[src/rtl/flappy_pkg.sv]
// rtl/flappy_pkg.sv - state codes, field widths and geometry shared by the flappy game blocks
package flappy_pkg;

  // HUD-visible state codes; codes 5..7 are unused and recover to IDLE
  typedef enum logic [2:0] {
    ST_IDLE    = 3'd0,
    ST_PLAY    = 3'd1,
    ST_PAUSE   = 3'd2,
    ST_RESPAWN = 3'd3,
    ST_OVER    = 3'd4
  } state_e;

  localparam int SCORE_W = 8;
  localparam int LIVES_W = 2;

  // Screen, ball and pillar geometry used by the game logic and renderer
  localparam int SCREEN_W   = 640;
  localparam int SCREEN_H   = 480;
  localparam int BALL_SIZE  = 16;
  localparam int PILLAR_W   = 64;
  localparam int PILLAR_GAP = 160;

endpackage

[src/rtl/btn_sync_edge.sv]
// rtl/btn_sync_edge.sv - two-flop synchroniser with rising-edge pulse for board inputs
module btn_sync_edge (
  input  logic clk,
  input  logic resetn,
  input  logic d,
  output logic q,
  output logic rise
);

  logic meta_q;
  logic sync_q;
  logic prev_q;

  // Two stages to settle metastability, a third flop remembers the last level for edge detect
  always_ff @(posedge clk or negedge resetn) begin
    if (!resetn) begin
      meta_q <= 1'b0;
      sync_q <= 1'b0;
      prev_q <= 1'b0;
    end else begin
      meta_q <= d;
      sync_q <= meta_q;
      prev_q <= sync_q;
    end
  end

  assign q    = sync_q;
  assign rise = sync_q & ~prev_q;

endmodule

[src/rtl/flappy_game_ctrl.sv]
// rtl/flappy_game_ctrl.sv - game step divider, start/pause/respawn/over sequencer, lives and high score
module flappy_game_ctrl
  import flappy_pkg::*;
#(
  parameter int TICK_DIV      = 833333,
  parameter int LIVES         = 3,
  parameter int RESPAWN_TICKS = 90,
  parameter int OVER_TICKS    = 180
) (
  input  logic               clk,
  input  logic               resetn,
  input  logic               start_btn,
  input  logic               pause_sw,
  input  logic               crash,
  input  logic [SCORE_W-1:0] score,
  output logic               game_en,
  output logic               game_rst,
  output logic [2:0]         state,
  output logic [LIVES_W-1:0] lives,
  output logic [SCORE_W-1:0] hi_score,
  output logic               new_record
);

  localparam int DIV_W = $clog2(TICK_DIV);
  localparam logic [DIV_W-1:0]   DIV_LAST     = DIV_W'(TICK_DIV - 1);
  localparam logic [LIVES_W-1:0] LIVES_INIT   = LIVES_W'(LIVES);
  localparam logic [7:0]         RESPAWN_LAST = 8'(RESPAWN_TICKS);
  localparam logic [7:0]         OVER_LAST    = 8'(OVER_TICKS);

  logic start_pulse;
  logic pause_s;

  btn_sync_edge u_start_sync (
    .clk    (clk),
    .resetn (resetn),
    .d      (start_btn),
    .q      (),
    .rise   (start_pulse)
  );

  btn_sync_edge u_pause_sync (
    .clk    (clk),
    .resetn (resetn),
    .d      (pause_sw),
    .q      (pause_s),
    .rise   ()
  );

  logic [DIV_W-1:0] div_q;
  logic [DIV_W-1:0] div_d;
  logic             tick;

  assign tick  = (div_q == DIV_LAST);
  assign div_d = tick ? '0 : div_q + DIV_W'(1);

  // Free-running step divider; only resetn restarts it so step phase is independent of game state
  always_ff @(posedge clk or negedge resetn) begin
    if (!resetn) begin
      div_q <= '0;
    end else begin
      div_q <= div_d;
    end
  end

  state_e             state_q;
  logic               game_en_q;
  logic               game_rst_q;
  logic [LIVES_W-1:0] lives_q;
  logic [SCORE_W-1:0] hi_q;
  logic               new_record_q;
  logic [7:0]         wait_q;
  logic [7:0]         wait_inc;

  assign wait_inc = wait_q + 8'd1;

  // Game flow sequencer: all outputs registered, lives and high score updated alongside the state
  always_ff @(posedge clk or negedge resetn) begin
    if (!resetn) begin
      state_q      <= ST_IDLE;
      game_en_q    <= 1'b0;
      game_rst_q   <= 1'b1;
      lives_q      <= LIVES_INIT;
      hi_q         <= '0;
      new_record_q <= 1'b0;
      wait_q       <= '0;
    end else begin
      game_en_q <= tick & (state_q == ST_PLAY) & ~pause_s;
      case (state_q)
        ST_IDLE: begin
          game_rst_q <= 1'b1;
          lives_q    <= LIVES_INIT;
          if (start_pulse) begin
            state_q      <= ST_PLAY;
            game_rst_q   <= 1'b0;
            new_record_q <= 1'b0;
          end
        end
        ST_PLAY: begin
          game_rst_q <= 1'b0;
          if (score > hi_q) begin
            hi_q         <= score;
            new_record_q <= 1'b1;
          end
          // A crash outranks a pause arriving in the same cycle
          if (crash) begin
            wait_q <= '0;
            if (lives_q == LIVES_W'(1)) begin
              lives_q <= '0;
              state_q <= ST_OVER;
            end else begin
              lives_q <= lives_q - LIVES_W'(1);
              state_q <= ST_RESPAWN;
            end
          end else if (pause_s) begin
            state_q <= ST_PAUSE;
          end
        end
        ST_PAUSE: begin
          if (!pause_s) begin
            state_q <= ST_PLAY;
          end
        end
        ST_RESPAWN: begin
          if (tick) begin
            wait_q <= wait_inc;
            if (wait_inc == RESPAWN_LAST) begin
              state_q <= ST_PLAY;
            end
          end
        end
        ST_OVER: begin
          // Return to IDLE only; a fresh press is needed to play again
          if (start_pulse) begin
            state_q    <= ST_IDLE;
            game_rst_q <= 1'b1;
            lives_q    <= LIVES_INIT;
          end else if (tick) begin
            wait_q <= wait_inc;
            if (wait_inc == OVER_LAST) begin
              state_q    <= ST_IDLE;
              game_rst_q <= 1'b1;
              lives_q    <= LIVES_INIT;
            end
          end
        end
        default: begin
          state_q    <= ST_IDLE;
          game_rst_q <= 1'b1;
          lives_q    <= LIVES_INIT;
        end
      endcase
    end
  end

  assign game_en    = game_en_q;
  assign game_rst   = game_rst_q;
  assign state      = state_q;
  assign lives      = lives_q;
  assign hi_score   = hi_q;
  assign new_record = new_record_q;

endmodule

[config.mk]
export PLATFORM = sky130hd
export DESIGN_NAME = flappy_game_ctrl
export DESIGN_NICKNAME = d
export VERILOG_FILES = /design/src/rtl/flappy_pkg.sv /design/src/rtl/btn_sync_edge.sv /design/src/rtl/flappy_game_ctrl.sv
export SDC_FILE = /design/constraint.sdc
export NUM_CORES = 1
export LEC_CHECK = 0
export BUFFER_PORTS_ARGS = -buffer_cell sky130_fd_sc_hd__buf_2
export CORE_UTILIZATION = 58
export CTS_BUF_LIST = sky130_fd_sc_hd__clkbuf_2
export CTS_CLUSTER_DIAMETER = 100
export DETAILED_ROUTE_END_ITERATION = 6
export PLACE_DENSITY = 0.89
export SKIP_LAST_GASP = 1
export SLEW_MARGIN = 20
export SYNTH_ARGS = -nofsm -noshare
export SYNTH_HDL_FRONTEND = slang
export SYNTH_SLANG_ARGS = --single-unit
export TNS_END_PERCENT = 5
[constraint.sdc]
create_clock -name clk -period 2.4 [get_ports clk]
set_input_delay 0.24 -clock clk [delete_from_list [all_inputs] [get_ports clk]]
set_output_delay 0.24 -clock clk [all_outputs]
set_load 0.01 [all_outputs]
==> Word-level counts from Yosys, hierarchy flattened <==
Index checks and enable logic that the tools add are counted.
{ "classes": {"bitwise": 6, "add_sub_neg": 3, "reduce_logical": 10, "order_cmp": 1, "eq_ne": 18, "mux": 30} }
{ "ops": {"columns": ["operator", "n"], "rows": [
  ["3-bit two-way mux", 10],
  ["8-bit two-way mux", 3],
  ["8-bit one-hot mux with 3 select lines", 1],
  ["20-bit by 1-bit adder with 20-bit output (second input constant)", 1],
  ["20-bit == test (second input constant)", 1],
  ["20-bit two-way mux", 1],
  ["3-bit one-hot mux with 5 select lines", 1],
  ["2-bit inequality test (second input constant)", 6],
  ["2-bit two-way mux", 5],
  ["3-bit AND reduction", 3],
  ["8-bit by 1-bit adder with 8-bit output (second input constant)", 1],
  ["8-bit by 7-bit == test with 1-bit output (second input constant)", 1],
  ["8-bit == test (second input constant)", 1],
  ["8-bit greater-than comparator", 1],
  ["7-bit AND reduction", 1],
  ["3-bit by 2-bit == test with 1-bit output (second input constant)", 2],
  ["1-bit two-way mux", 6],
  ["3-bit inequality test (second input constant)", 2],
  ["2-bit one-hot mux with 3 select lines", 1],
  ["1-bit one-hot mux with 4 select lines", 1],
  ["4-bit AND reduction", 1],
  ["1-bit bitwise AND", 3],
  ["3-bit by 1-bit == test with 1-bit output (second input constant)", 1],
  ["3-bit == test (second input constant)", 1],
  ["other kinds (11)", 13]
]} }
{ "word_totals": {"ff_bits": 49, "wordCells": 81} }

==> Depth between registers and ports, before layout <==
Gate-level depths: netlist of the first run.
{ "logic_depth": {"word_depth": 6, "depth_mapped": 8} }

==> By module <==
Synthesis of the first run repeated with hierarchy kept, for this count alone.
{ "unflattened": {"cells_unflattened": 261, "hier_area_um2": 2687.6} }
{ "by_module_without_submodules": {"columns": ["mod", "cells_each", "area_per_inst_um2", "n_inst"], "rows": [
  ["flappy_game_ctrl", 253, 2509.9, 1],
  ["btn_sync_edge", 4, 88.8, 2]
]} }

==> Worst setup path after synthesis of the first run <==
Ideal clock, no wire load.
{ "synth_timing": {"path_kind": "reg2reg", "startpoint": "register div_q[0]", "endpoint": "register wait_q[2]", "synth_period_minus_slack_ns": 2.096, "path_stages_with_launch": 9, "t_arrival_ns": 1.972, "required_time_ns": 2.276, "setup_slack_ns": 0.304, "setup_ns": 0.124, "path_cell_list": "dfrtp_1 inv_1 ha_1 or4bb_1 nor3_2 nand3_2 and2_4 buf_6 a211o_1"} }
{ "synth_via": {"elab_chain_cells": 4} }
{ "synth_rtl": {"columns": ["element", "line", "rtl"], "rows": [
  ["start: declaration", "flappy_game_ctrl.sv:49", "logic [DIV_W-1:0] div_q;"],
  ["start signal: assignment", "flappy_game_ctrl.sv:61", "div_q <= div_d;"],
  ["20-bit == test (*)", "flappy_game_ctrl.sv:53", "assign tick = (div_q == DIV_LAST);"],
  ["8-bit two-way mux (*)", null, null],
  ["8-bit two-way mux", null, null],
  ["8-bit one-hot mux with 3 select lines (*)", null, null],
  ["end signal: assignment", "flappy_game_ctrl.sv:125", "wait_q <= wait_inc;"],
  ["end signal: assignment", "flappy_game_ctrl.sv:138", "wait_q <= wait_inc;"],
  ["end: declaration", "flappy_game_ctrl.sv:71", "logic [7:0] wait_q;"]
]} }
Every way passes the cells marked *; elsewhere a longest branch is shown, timed or not. The select of a mux whose other input is x is not followed.
A chain may end at the register's enable or synchronous reset.

==> Final worst setup path of the first run <==
{ "layout_timing": {"startpoint": "register wait_q[0]", "endpoint": "register lives_q[0], in the netlist lives[0]"} }
{ "layout_via": {"elab_chain_cells": 4} }
{ "layout_rtl": {"columns": ["element", "line", "rtl"], "rows": [
  ["8-bit by 1-bit adder with 8-bit output", "flappy_game_ctrl.sv:74", "assign wait_inc = wait_q + 8'd1;"],
  ["8-bit == test", "flappy_game_ctrl.sv:139", "if (wait_inc == OVER_LAST) begin"],
  ["3-bit inequality test (no line)", null, null],
  ["4-bit AND reduction (no line)", null, null],
  ["end signal: assignment", "flappy_game_ctrl.sv:111", "lives_q <= lives_q - LIVES_W'(1);"],
  ["end: declaration", "flappy_game_ctrl.sv:68", "logic [LIVES_W-1:0] lives_q;"]
]} }
No other way between the ends.

==> results_dict.tcl, run 1 <==
set metrics [dict create \
    final_cell_mix "46 x dfrtp_1, 28 x buf_2, 23 x nor2_1, 21 x nand2_1, 20 x inv_1" \
    fin_cells 349 \
    placed_cells 338 \
    synth_edf_count 0 \
    postPlaceCellArea_um2 2820 \
    p_leak_nw 1.37 \
    dieWidth_um 69.3 \
    syn_inst 263 \
    hold_violations 0 \
    async_flop_share_pct 100 \
    post_cts_buffers 0 \
    ant_nets 0 \
    cp_top_family "compound AO/OA/AOI/OAI gates" \
    dr_total_vias 2022 \
    startpoint "wait_q[0]" \
    synthDistinctLibCells 47 \
    r2r_start "wait_q[0]" \
    worstSetupStartpointType "flop" \
    critical_path_buf_inv_count 0 \
    hpwlAfterDp_mm 3.74 \
    end_kind "flop" \
    ctsHtreeMaxLevel 2 \
    cp_data_arrival_time_ns 2.56 \
    drive_gt1_share_pct 19.2 \
    clock.fmax_mhz 460 \
    synth_area_um2 2630 \
    clockBufferDepth 2 \
    die_h_um 69.3 \
    synthFlopType "dfrtp_1" \
    grt_pass1_wl_mm 8.79 \
    layout-area-overhead-vs-synth_pct 10.1 \
    io_pins 29 \
    synth_warnings 0 \
    fin_tns_setup_ns 0 \
    crit_path_max_fanout 7 \
    hold_class "in -> reg" \
    crit_chain "ha_1 -> nand3_1 -> o41a_1 -> o21ai_0 -> o32a_1" \
    nets 322 \
    final.min_clock_period_ns 2.17 \
    cts_made_buffers 5 \
    p_per_area_nw_per_um2 743 \
    start_util_pct 60.3 \
    routed_wl_mm 4.93 \
    clk_pin_slew_ns 0.23 \
    setup_viol 0 \
    fin_crit_sh_pct 90.5 \
    cts_resized 0 \
    drc 0 \
    first_pass_iters 4 \
    final_util_pct 66.4 \
    layout_commonest_cell "dfrtp_1" \
    max_slew.worst_pin.slew_ns 0.565 \
    seq_area_frac_synth_pct 46.9 \
    syn_area_per_cell_um2 9.98 \
    io_buffers 28 \
    drt-initial-drc-count 90 \
    clk_latency_ns 0.42 \
    rsz0062_at_grt "false" \
    cp.required_ns 2.79 \
    fillers 339 \
    cts_root_buf "clkbuf_2" \
    tritoncts "done" \
    grt_max_degree 27 \
    worst_path_largest_cell_delay_ns 0.49 \
    syn_nets 289 \
    gr-usage-all-layers_pct 22.3 \
    cts_num_sinks 49 \
    antenna_found_initial 0 \
    coreArea_um2 4350 \
    maxCapViolations 0 \
    post_drt_via_cell_ratio 5.79 \
    wl_per_cell_um 14.1 \
    crit_type "reg -> reg" \
    min_from "score[1]" \
    dieArea_um2 4800 \
    ys_ff_latch 49 \
    ir_worst_vdd_uv 551 \
    status "finished, final reports clean" \
    design_area_um2 2890 \
    num_antenna_cells 0 \
    fin_skew_ns 0.0232 \
    grt.overflow.total 0 \
    slew_violations 0 \
    slowest_stage "dfrtp_1" \
    slew_headroom_pct 62.1 \
    gp_congestion 0.836 \
    rows 24 \
    grt_pass1_vias 2021 \
]
## power by group
part           leakage (nW)  switching (mW)  internal, mW
Clock                0.0332           0.238        0.0858
Combinational         0.720           0.380         0.362
Sequential            0.621           0.119         0.963
## cell families (layout without fill, tap and decap cells)
| logic type | Yosys count | after routing | share of synthesized area (%) |
|---|---|---|---|
| compound gates | 40 | 40 | 10.7 |
| xor+xnor | 19 | 19 | 6.34 |
| fa+ha+maj | 13 | 13 | 6.20 |
| buf+inv | 29 | 63 | 4.43 |
| flops | 49 | 49 | 46.9 |
| mux | 9 | 9 | 3.81 |
| simple gates | 104 | 104 | 21.7 |
## final timing paths
| check | end | slack (ns) | depth (start not counted) |
|---|---|---|---|
| setup / recovery | lives[0] | 0.23 | 5 |
| hold / removal | hi_score[1] | 0.05 | 2 |
| setup reg to reg | lives[0] | 0.23 | 5 |
| hold reg to reg | u_start_sync.q | 0.38 | 0 |
| max in group asynchronous | div_q[10] | 1.80 | 3 |
| min in group asynchronous | state[0] | 0.08 | 2 |
## Yosys cell counts (2+ instances only)
| master | number | area, um^2 |
|---|---|---|
| nand2_1 | 21 | 78.8 |
| o21ai_0 | 11 | 55.1 |
| nor3_1 | 8 | 40.0 |
| and2_1 | 3 | 18.8 |
| nand4_1 | 11 | 68.8 |
| ha_1 | 13 | 163 |
| clkbuf_1 | 8 | 30.0 |
| dfrtp_1 | 46 | 1150 |
| nor2_1 | 23 | 86.3 |
| inv_1 | 20 | 75.1 |
| o211ai_1 | 2 | 15.0 |
| a211o_1 | 6 | 52.6 |
| a311oi_1 | 2 | 17.5 |
| nor2b_1 | 4 | 25.0 |
| a21oi_1 | 6 | 30.0 |
| dfstp_2 | 3 | 78.8 |
| nor3b_1 | 3 | 22.5 |
| mux2_2 | 8 | 90.1 |
| xnor2_1 | 9 | 78.8 |
| or3_1 | 4 | 25.0 |
| o31ai_1 | 3 | 22.5 |
| or4bb_1 | 2 | 22.5 |
| nand3_1 | 11 | 55.1 |
| nand2b_1 | 3 | 18.8 |
| and4_1 | 2 | 17.5 |
| xor2_1 | 10 | 87.6 |
## final cells by class
class | count | area (um^2) | area share, %
Timing Repair Buffer | 35 | 200 | 6.93
Multi-Input combinational cell | 185 | 1280 | 44.3
Inverter | 20 | 75.1 | 2.60
Tap cell | 52 | 65.1 | 2.25
Clock buffer | 8 | 40.0 | 1.39
Sequential cell | 49 | 1230 | 42.6
## stage by stage
step	hold slack [ns]	setup slack (ns)	power (mW)
finish	0.0477	0.228	2.15
global route	0.0220	0.0880	2.30
CTS	0.0330	0.207	2.16
detailed placement	0.0297	0.226	1.83
global placement	0.0275	0.345	1.80
floorplan	-0.0556	0.304	1.60
## layer usage
layer | global-route usage (%) | part of all wire, % | vias up
met4 | 8.16 | 0.51 | 0
met2 | 37.4 | 50 | 34
met3 | 3.63 | 3.2 | 6
met1 | 29.2 | 46 | 992
met5 | 0 | 0 | -
li1 | - | - | 990
## registers in the layout, summed over array words and instances, names as in the netlist
register,flops
u_start_sync.meta_q,1
u_start_sync.q,1
u_pause_sync.meta_q,1
wait_q,8
new_record,1
div_q,20
lives,2
state,3
u_pause_sync.q,1
game_rst,1
hi_score,8
game_en,1
u_start_sync.prev_q,1
## timing repair
| item | in CTS | in global routing |
|---|---|---|
| hold buffers | 3 | 0 |
| endpoints found under the hold margin | 48 | 0 |
| setup endpoints to repair | 0 | 0 |
(Power assumes the default switching activity.)
==> inputs of run 2 (changes only) <==
--- a/config.mk
+++ b/config.mk
@@ -11,7 +11,6 @@
 export CTS_CLUSTER_DIAMETER = 100
 export DETAILED_ROUTE_END_ITERATION = 6
 export PLACE_DENSITY = 0.89
-export SKIP_LAST_GASP = 1
 export SLEW_MARGIN = 20
 export SYNTH_ARGS = -nofsm -noshare
 export SYNTH_HDL_FRONTEND = slang
==> constraint.sdc (replaced) <==
create_clock -name clk -period 2.19 [get_ports clk]
set_input_delay 0.219 -clock clk [delete_from_list [all_inputs] [get_ports clk]]
set_output_delay 0.219 -clock clk [all_outputs]
set_load 0.01 [all_outputs]
==> results_dict.tcl, run 2 (synthesized netlist as in run 1, its figures left out) <==
set metrics [dict create \
    status "finished, final reports clean" \
    clock.fmax_mhz 491 \
    routed_wl_mm 5.54 \
    slew_headroom_pct 45.4 \
    worstSetupStartpointType "flop" \
    crit_type "reg -> reg" \
    antenna_found_initial 0 \
    setup_viol 0 \
    clockBufferDepth 2 \
    final_cell_mix "45 x dfrtp_1, 28 x buf_2, 23 x nor2_1, 21 x nand2_1, 20 x inv_1" \
    final.min_clock_period_ns 2.04 \
    drc 0 \
    regMostFlops "div_q" \
    cp_data_arrival_time_ns 2.40 \
    start_util_pct 60.3 \
    wl_per_cell_um 15.4 \
    crit_path_max_fanout 9 \
    multi_input_area_um2 1290 \
    fin_skew_ns 0.0259 \
    hold_violations 0 \
    max_slew.worst_pin.slew_ns 0.819 \
    rows 24 \
    cts_root_buf "clkbuf_2" \
    die_h_um 69.3 \
    slew_violations 0 \
    gp_congestion 0.835 \
    largest_register_ffs 20 \
    post_drt_via_cell_ratio 5.98 \
    totalPowerFinal_mw 2.43 \
    hpwlAfterDp_mm 4.01 \
    layout_commonest_cell "dfrtp_1" \
    io_buffers 28 \
    fin_crit_sh_pct 93.0 \
    num_antenna_cells 0 \
    ir_worst_vdd_uv 627 \
    rsz0062_at_grt "false" \
    ctsHtreeMaxLevel 2 \
    end_kind "flop" \
    dieArea_um2 4800 \
    dieWidth_um 69.3 \
    nets 332 \
    layout-area-overhead-vs-synth_pct 13.9 \
    first_pass_iters 4 \
    clk_pin_slew_ns 0.23 \
    grt_pass1_vias 2150 \
    cp.required_ns 2.55 \
    grt_pass1_wl_mm 9.45 \
    tritoncts "done" \
    p_per_area_nw_per_um2 815 \
    drive_gt1_share_pct 20.8 \
    grt.overflow.total 0 \
    gr-usage-all-layers_pct 24.8 \
    final_util_pct 68.6 \
    p_leak_nw 1.44 \
    drt-initial-drc-count 151 \
    post_cts_buffers 0 \
    dr_total_vias 2146 \
    io_pins 29 \
    clk_latency_ns 0.45 \
    cts_num_sinks 49 \
    grt_max_degree 37 \
    fillers 329 \
    ant_nets 0 \
    maxCapViolations 0 \
    fin_tns_setup_ns 0 \
    cts_made_buffers 5 \
    coreArea_um2 4350 \
    hold_class "in -> reg" \
    regArea_um2 1230 \
]
## run 2: path summary, 6_finish.rpt
kind	startpoint	to	slack, ns	depth (start not counted)
setup / recovery	hi_score[6]	hi_score[4]	0.15	7
hold / removal	score[5]	hi_score[5]	0.01	2
setup reg to reg	hi_score[6]	hi_score[4]	0.15	7
hold reg to reg	u_pause_sync.meta_q	u_pause_sync.q	0.40	0
max in group asynchronous	resetn	div_q[14]	1.14	3
min in group asynchronous	resetn	state[2]	0.37	2
## run 2: cell type report
class,instances,share of cell area (%)
Clock inverter,2,0.335
Timing Repair Buffer,45,9.63
Inverter,20,2.51
Clock buffer,6,1.00
Tap cell,52,2.18
Sequential cell,49,41.2
Multi-Input combinational cell,185,43.2
## run 2: through the flow
step	setup slack [ns]	cell area, um^2	hold WS [ns]	instances
after floorplan	0.0941	2630	-0.0766	263
after global placement	0.181	2860	0.328	343
after detailed placement	0.108	2860	0.330	343
after CTS	0.0802	2960	0.00104	357
after global routing	0.0208	2990	0.00510	359
final	0.153	2990	0.0133	359
## run 2: worst max-delay path, stage by stage (launching register included)
cell	delay, ns
dfrtp_1	0.43
inv_1	0.06
ha_1	0.31
nand2_1	0.05
o21ai_0	0.24
nor3_1	0.09
or3_4	0.47
mux2_2	0.31
## run 2: layer usage
layer | up-vias | GRT usage [%] | routed length, um
li1 | 1018 | - | -
met1 | 1060 | 29.9 | 2340
met2 | 50 | 42.4 | 2920
met3 | 18 | 4.80 | 154
met4 | 0 | 12.0 | 137
met5 | - | 0 | 0
## run 2: report_power, final
part	internal [mW]	switching [mW]
Sequential	1.06	0.121
Combinational	0.430	0.457
Clock	0.0801	0.291
Total	1.57	0.869
## run 2: timing repair
item | 4_1_cts | 5_1_grt
endpoints found under the hold margin | 36 | 2
setup endpoints to repair | 0 | 12
gates resized for setup | 0 | 3
hold buffers | 6 | 2
==> inputs of run 3 (changes only) <==
--- a/config.mk
+++ b/config.mk
@@ -6,11 +6,11 @@
 export NUM_CORES = 1
 export LEC_CHECK = 0
 export BUFFER_PORTS_ARGS = -buffer_cell sky130_fd_sc_hd__buf_2
-export CORE_UTILIZATION = 58
+export CORE_UTILIZATION = 35
 export CTS_BUF_LIST = sky130_fd_sc_hd__clkbuf_2
 export CTS_CLUSTER_DIAMETER = 100
 export DETAILED_ROUTE_END_ITERATION = 6
-export PLACE_DENSITY = 0.89
+export PLACE_DENSITY = 0.62
 export SLEW_MARGIN = 20
 export SYNTH_ARGS = -nofsm -noshare
 export SYNTH_HDL_FRONTEND = slang
==> results_dict.tcl, run 3 (synthesized netlist as in run 1, its figures left out) <==
set metrics [dict create \
    slowest_stage "or4bb_1" \
    cp.required_ns 2.59 \
    worst_path_largest_cell_delay_ns 0.49 \
    maxCapViolations 0 \
    end_kind "flop" \
    fin_crit_sh_pct 92.4 \
    grt_pass1_vias 2000 \
    slew_headroom_pct 55.5 \
    io_pins 29 \
    antenna_found_initial 0 \
    dr_total_vias 2001 \
    die_h_um 88.6 \
    cts_made_buffers 5 \
    clock.fmax_mhz 494 \
    layout-area-overhead-vs-synth_pct 18.4 \
    cts_root_buf "clkbuf_2" \
    cp_data_arrival_time_ns 2.42 \
    grt_max_degree 30 \
    tritoncts "done" \
    crit_chain "inv_1 -> ha_1 -> or4bb_1 -> nor3_2 -> nand3_2 -> buf_4 -> nor3b_1 -> a211o_1" \
    wl_per_cell_um 12.7 \
    crit_type "reg -> reg" \
    ir_worst_vdd_uv 382 \
    hold_violations 0 \
    dieArea_um2 7850 \
    hold_class "in -> reg" \
    gp_congestion 0.766 \
    worstSetupStartpointType "flop" \
    final_cell_mix "46 x dfrtp_1, 28 x buf_2, 23 x nor2_1, 21 x nand2_1, 20 x inv_1" \
    final.min_clock_period_ns 2.02 \
    nets 336 \
    fin_tns_setup_ns 0 \
    first_pass_iters 4 \
    start_util_pct 36.2 \
    ant_nets 0 \
    largest_register_ffs 20 \
    clk_latency_ns 0.43 \
    crit_path_max_fanout 15 \
    hpwlAfterDp_mm 3.82 \
    setup_viol 0 \
    routed_wl_mm 5.20 \
    ctsHtreeMaxLevel 2 \
    rows 31 \
    rsz0062_at_grt "false" \
    layout_commonest_cell "dfrtp_1" \
    fin_skew_ns 0.0288 \
    grt.overflow.total 0 \
    num_antenna_cells 0 \
    slew_violations 0 \
    totalPowerFinal_mw 2.55 \
    detailedPlace.worstSlack_ns 0.101 \
    io_buffers 28 \
    clockBufferDepth 2 \
    post_cts_buffers 0 \
    p_leak_nw 1.44 \
    regMostFlops "div_q" \
    drt-initial-drc-count 111 \
    cts_num_sinks 49 \
    post_drt_via_cell_ratio 4.88 \
    fillers 717 \
    clk_pin_slew_ns 0.27 \
    drc 0 \
    coreArea_um2 7250 \
    max_slew.worst_pin.slew_ns 0.668 \
    grt_pass1_wl_mm 9.03 \
    layout_setup_ws_ns 0.166 \
    status "finished, final reports clean" \
    drive_gt1_share_pct 20.9 \
    dieWidth_um 88.6 \
    r2r_slack_ns 0.17 \
    p_per_area_nw_per_um2 821 \
    gr-usage-all-layers_pct 14.8 \
]
run 3: path summary, 6_finish.rpt:
kind | end | startpoint | depth (start not counted)
min in group asynchronous | state[0] | resetn | 2
min | hi_score[5] | score[5] | 2
max | wait_q[2] | div_q[0] | 8
min reg2reg | u_pause_sync.q | u_pause_sync.meta_q | 0
max reg2reg | wait_q[2] | div_q[0] | 8
max in group asynchronous | div_q[4] | resetn | 3
run 3: area by class of cell:
cell class              count  area, um^2  area share [%]
multi-input cells         185        1280            41.3
flip-flops and latches     49        1230            39.6
repair buffers             49         323            10.4
well taps                  99         124            3.99
inverters                  20        75.1            2.42
clock inverters             3        46.3            1.49
clock buffers               5        25.0           0.805
run 3: timing repair:
item | in CTS | in global routing
resized for setup | 0 | 1
setup endpoints to repair | 0 | 8
hold buffers | 5 | 5
endpoints found under the hold margin | 28 | 5
run 3: through the flow:
step                      instance area, um^2  util, %  instances  hold WS (ns)
after global routing                     3110     42.8        410       0.00197
after floorplan                          2630        -        263       -0.0766
final                                    3110     42.8        410        0.0405
after global placement                   2930     40.4        392         0.284
after detailed placement                 2930     40.4        392         0.298
after CTS                                3050     42.1        405       0.00346
run 3: power breakdown:
group / total (mW) / internal [mW] / switching, mW
combinational: 0.887 / 0.438 / 0.449
clock: 0.501 / 0.194 / 0.306
sequential: 1.16 / 1.06 / 0.108
run 3: routing by layer:
layer / global-route usage [%] / vias up / share of wire (%) / wire, um
met5: 0 / - / 0 / 0
met4: 4.25 / 0 / 0.58 / 30
met3: 2.89 / 2 / 2.3 / 121
met2: 24.5 / 25 / 49 / 2530
met1: 19.7 / 955 / 48 / 2520
li1: - / 1019 / - / -
run 3: worst max-delay path, delay by kind of cell (launching register included):
family                   cells  cell delay, ns
flip-flops                   1            0.45
AO/OA/AOI/OAI                1            0.12
buffers and inverters        2            0.26
AND/OR/NAND/NOR              4            1.04
adder cells (fa/ha/maj)      1            0.13
